==> config.mk <==
export PLATFORM = sky130hd
export DESIGN_NAME = spi_tx_seq
export DESIGN_NICKNAME = d
export VERILOG_FILES = /design/src/rtl/spi_tx_seq.sv
export SDC_FILE = /design/constraint.sdc
export NUM_CORES = 1
export LEC_CHECK = 0
export ABC_AREA = 0
export BUFFER_PORTS_ARGS = -buffer_cell sky130_fd_sc_hd__buf_4
export CORE_AREA = 2 2 109 111
export CTS_BUF_LIST = sky130_fd_sc_hd__clkbuf_4 sky130_fd_sc_hd__clkbuf_8
export DETAILED_ROUTE_END_ITERATION = 10
export DIE_AREA = 0 0 111 113
export PLACE_DENSITY = 0.58
export SLEW_MARGIN = 30
export SYNTH_ARGS = -nofsm -noshare
export SYNTH_HDL_FRONTEND = slang
export SYNTH_SLANG_ARGS = --single-unit
==> constraint.sdc <==
create_clock -name clk -period 6.36 [get_ports clk]
set_input_delay 1.908 -clock clk [delete_from_list [all_inputs] [get_ports clk]]
set_output_delay 1.908 -clock clk [all_outputs]
set_load 0.01 [all_outputs]
==> src/rtl/spi_tx_seq.sv <==
// Command FIFO feeding an SPI byte transmitter with LCD D/C steering.
// Four-state sequencer: IDLE -> LOAD -> SEND -> GAP, plus send watchdog and done/overflow pulses.
module spi_tx_seq #(
   parameter int DEPTH   = 8,
   parameter int CS_GAP  = 4,
   parameter int TIMEOUT = 4095
) (
   input  logic       clk,
   input  logic       reset,
   input  logic       wr_en,
   input  logic [7:0] wr_data,
   input  logic       wr_dc,
   output logic       fifo_full,
   output logic       fifo_empty,
   output logic [7:0] spi_data,
   output logic       spi_cs,
   input  logic       spi_valid,
   output logic       lcd_dc,
   output logic       busy,
   output logic       done,
   output logic       timeout_err,
   output logic       overflow
);

   localparam int              AW        = $clog2(DEPTH);
   localparam int              CW        = AW + 1;
   localparam logic [CW-1:0]   FULL_CNT  = CW'(DEPTH);
   localparam logic [15:0]     WD_LAST   = 16'(TIMEOUT - 1);
   localparam logic [7:0]      GAP_LAST  = 8'(CS_GAP - 1);
   localparam logic [7:0]      GAP_EARLY = 8'(CS_GAP - 2);

   typedef enum logic [1:0] {IDLE, LOAD, SEND, GAP} state_t;

   state_t          r_state;
   state_t          w_state_next;
   logic            w_done_set;
   logic            w_timeout_set;

   logic [8:0]      r_mem [DEPTH];
   logic [AW-1:0]   r_wr_ptr;
   logic [AW-1:0]   r_rd_ptr;
   logic [CW-1:0]   r_count;
   logic            w_push;
   logic            w_pop;

   logic [15:0]     r_wd;
   logic [7:0]      r_gap;
   logic [7:0]      r_spi_data;
   logic            r_lcd_dc;
   logic            r_spi_cs;
   logic            r_done;
   logic            r_timeout_err;
   logic            r_overflow;

   assign fifo_full  = (r_count == FULL_CNT);
   assign fifo_empty = (r_count == '0);
   assign w_push     = wr_en && !fifo_full;
   assign w_pop      = (r_state == LOAD);

   // Storage has no reset: occupancy and pointers alone define validity.
   always_ff @(posedge clk) begin
      if (w_push) begin
         r_mem[r_wr_ptr] <= {wr_dc, wr_data};
      end
   end

   always_ff @(posedge clk or posedge reset) begin
      if (reset) begin
         r_wr_ptr <= '0;
         r_rd_ptr <= '0;
         r_count  <= '0;
      end else begin
         if (w_push) begin
            r_wr_ptr <= r_wr_ptr + 1'b1;
         end
         if (w_pop) begin
            r_rd_ptr <= r_rd_ptr + 1'b1;
         end
         case ({w_push, w_pop})
            2'b10:   r_count <= r_count + 1'b1;
            2'b01:   r_count <= r_count - 1'b1;
            default: r_count <= r_count;
         endcase
      end
   end

   always_ff @(posedge clk or posedge reset) begin
      if (reset) begin
         r_state <= IDLE;
      end else begin
         r_state <= w_state_next;
      end
   end

   // The LOAD cycle also holds chip select high, so a back-to-back byte leaves
   // GAP one cycle early to keep the high time between bytes at exactly CS_GAP.
   always_comb begin
      w_state_next  = r_state;
      w_done_set    = 1'b0;
      w_timeout_set = 1'b0;
      case (r_state)
         IDLE: begin
            if (!fifo_empty) begin
               w_state_next = LOAD;
            end
         end
         LOAD: begin
            w_state_next = SEND;
         end
         SEND: begin
            if (spi_valid || (r_wd == WD_LAST)) begin
               w_timeout_set = !spi_valid;
               w_state_next  = ((CS_GAP == 1) && !fifo_empty) ? LOAD : GAP;
            end
         end
         GAP: begin
            if (r_gap == GAP_LAST) begin
               if (!fifo_empty) begin
                  w_state_next = LOAD;
               end else begin
                  w_state_next = IDLE;
                  w_done_set   = 1'b1;
               end
            end else if ((CS_GAP > 1) && (r_gap == GAP_EARLY) && !fifo_empty) begin
               w_state_next = LOAD;
            end
         end
         default: begin
            w_state_next = IDLE;
         end
      endcase
   end

   always_ff @(posedge clk or posedge reset) begin
      if (reset) begin
         r_wd          <= '0;
         r_gap         <= '0;
         r_spi_data    <= 8'h00;
         r_lcd_dc      <= 1'b0;
         r_spi_cs      <= 1'b1;
         r_done        <= 1'b0;
         r_timeout_err <= 1'b0;
         r_overflow    <= 1'b0;
      end else begin
         r_wd          <= ((r_state == SEND) && (w_state_next == SEND)) ? r_wd + 16'd1 : 16'd0;
         r_gap         <= ((r_state == GAP) && (w_state_next == GAP)) ? r_gap + 8'd1 : 8'd0;
         r_spi_cs      <= (w_state_next != SEND);
         r_done        <= w_done_set;
         r_timeout_err <= w_timeout_set;
         r_overflow    <= wr_en && fifo_full;
         if (r_state == LOAD) begin
            {r_lcd_dc, r_spi_data} <= r_mem[r_rd_ptr];
         end
      end
   end

   assign spi_data    = r_spi_data;
   assign lcd_dc      = r_lcd_dc;
   assign spi_cs      = r_spi_cs;
   assign busy        = (r_state != IDLE);
   assign done        = r_done;
   assign timeout_err = r_timeout_err;
   assign overflow    = r_overflow;

endmodule

==> results.json <==
{
  "hp-start": "spi_data[0]",
  "grt.total_usage_pct": 15.2,
  "drtAntennaViolNets": 0,
  "grtUsageMet3_pct": 4.39,
  "power_frac_clock_pct": 29.0,
  "area_growth_pct": 15.3,
  "path_clk_slew_ns": 0.07,
  "final-hold-violation-count": 0,
  "portBuffers": 28,
  "power_leakage_nw": 2.21,
  "cp-start-kind": "register",
  "routed_via_density": 5.12,
  "period_needed_ns": 3.60,
  "cts_resized": 0,
  "slew_violations": 0,
  "final_cell_area_um2": 5810,
  "vias": 2737,
  "first_pass_iters": 4,
  "yosysSeqAreaShare_pct": 67.3,
  "grt_use_met2_pct": 25.2,
  "seqCellArea_um2": 3390,
  "chipWidth_um": 111,
  "placed_area_um2": 5400,
  "finalSetupViolations": 0,
  "ir_worst_vdd_v": 0.000256,
  "netlist_instances": 340,
  "met1_usage_pct": 19.0,
  "fmax_mhz": 278,
  "start_util_pct": 44.7,
  "num_rows": 39,
  "fin_crit_sh_pct": 56.5,
  "outcome": "completed",
  "gp_congestion": 0.755,
  "end_kind": "output port",
  "whs_path_depth": 2,
  "rr_endpoint": "r_count[3]",
  "combPwrFrac_pct": 24.7,
  "synth_warnings": 0,
  "fill_cells": 952,
  "sw_frac_of_total_pct": 31.0,
  "synth_ff_type": "edfxtp_1",
  "arrival_ns": 1.69,
  "drt_iter0_drc": 232,
  "grt_first_pass_wirelength_mm": 14.5,
  "cts_buffers": 17,
  "synth-async-reset-ratio_pct": 40.5,
  "intPower_mw": 1.67,
  "layout.nets": 402,
  "maxCapViolCount": 0,
  "grt_max_degree": 50,
  "p_per_area_nw_per_um2": 416,
  "numClockSinks": 121,
  "grt.busiest_layer": "met2",
  "fin_worst_skew_ns": 0.0137,
  "worstPathMaxFanout": 5,
  "dieArea_um2": 12500,
  "synth_area_per_cell_um2": 14.8,
  "ff2ff_path_depth": 8,
  "clock_path_buffers": 2,
  "min_to": "spi_data[0]",
  "ios": 29,
  "cts_tree": "built",
  "totalPowerFinal_mw": 2.41,
  "ys_seq_elements": 121,
  "clk_latency_ns": 0.43,
  "n_antenna_cell": 0,
  "cts_setup_buffers": 0,
  "slew_headroom_pct": 36.7,
  "die_h_um": 113,
  "multi_input_area_um2": 1570,
  "syn_area_um2": 5040,
  "wl_per_cell_um": 16.5,
  "reg2reg_setup_slack_ns": 3.63,
  "layout-drive-gt1-share_pct": 21.9,
  "root_buffer": "clkbuf_8",
  "wl_mm": 8.83,
  "dp_hpwl_mm": 5.93,
  "switching_power_mw": 0.747,
  "core_area_um2": 11300,
  "tightestPinTransition_ns": 0.946,
  "critical_path_class": "register to output port",
  "layout_commonest_cell": "edfxtp_1",
  "synth.distinct_cells": 40,
  "layout_common_cells": "72 x edfxtp_1, 48 x dfrtp_1, 33 x nor2_1",
  "setup_tns_ns": 0,
  "drc_errors": 0,
  "syn_nets": 363,
  "hold_buffers": 0,
  "timing.rr.start": "r_state[1]",
  "h-tree-depth": 4,
  "antenna_found_initial": 0,
  "hold_path_class": "register to register",
  "synth_enable_flop_cells": 72,
  "pwr-share-seq_pct": 46.2,
  "worst_ep_required_time_ns": 4.45,
  "grt_remaining_overflow": 0,
  "grt_pass1_vias": 2865,
  "rsz0062_at_grt": "false"
}
==> state kept, by name, summed over array words and instances, names as in the netlist <==
signal       count
r_mem           72
r_wd            16
r_gap            8
spi_data         8
r_count          4
r_rd_ptr         3
r_wr_ptr         3
r_state          2
done             1
lcd_dc           1
overflow         1
spi_cs           1
timeout_err      1
==> worst max-delay path by stage <==
stage / from / endpoint / slack [ns] / cells after the start
3_5_place_dp: wr_en / r_count[3] / 2.42 / 9
5_1_grt: wr_en / r_count[3] / 2.61 / 9
3_3_place_gp: wr_en / r_count[3] / 2.48 / 9
4_1_cts: r_count[0] / fifo_empty / 2.73 / 3
2_1_floorplan: wr_en / r_count[3] / 2.75 / 8
6_report: r_count[0] / fifo_empty / 2.76 / 3
==> logic make-up after synthesis <==
group                    Yosys count  share of synthesized area (%)
AND/OR/NAND/NOR                  118                           11.6
AO/OA/AOI/OAI                     18                           2.31
flip-flops                       121                           67.3
adder cells (fa/ha/maj)           10                           2.63
multiplexers                      28                           10.0
XOR/XNOR                          25                           4.35
buffers and inverters             20                           1.76
==> Yosys cell counts (all sizes together) (8+ instances only) <==
cell type,number,share of area [%]
nor3,8,0.80
xor2,12,2.1
mux2i,10,2.0
o21ai,12,1.2
xnor2,13,2.3
mux4,18,8.0
nand2,31,2.3
dfrtp,48,24
inv,11,0.82
ha,9,2.2
nor2,33,2.5
edfxtp,72,43
nand3,13,1.3
==> layout make-up <==
type                            instances  area share [%]
Clock buffer                           17            4.03
Clock inverter                         15            3.00
Inverter                               11           0.754
Multi-Input combinational cell        199            27.0
Sequential cell                       121            58.4
Tap cell                              143            3.08
Timing Repair Buffer                   29            3.75
==> metal layers <==
layer | vias up | wire [um]
met5 | - | 0
met3 | 7 | 259
met2 | 33 | 4430
met4 | 0 | 69
li1 | 1325 | -
met1 | 1372 | 4070
==> worst max-delay path: stages, from the launching register on <==
cell	delay (ns)
dfrtp_1	0.43
or4_1	0.64
inv_1	0.09
buf_4	0.11
==> power by group through the flow <==
stage	clock network [mW]	registers [mW]	logic (mW)
after CTS	0.713	1.12	0.614
after global routing	0.748	1.13	0.670
after floorplan	0	1.08	0.456
after global placement	0	1.13	0.596
final	0.700	1.12	0.597
after detailed placement	0	1.13	0.613
==> per-stage QoR <==
step	hold slack, ns	util, %	worst slack (ns)	std cells
2_1_floorplan	0.485	-	2.75	340
3_3_place_gp	0.476	47.8	2.48	503
3_5_place_dp	0.487	47.9	2.42	503
4_1_cts	0.504	51.5	2.73	535
5_1_grt	0.533	51.5	2.61	535
6_report	0.494	51.5	2.76	535
Power figures use the tool's default switching activity.
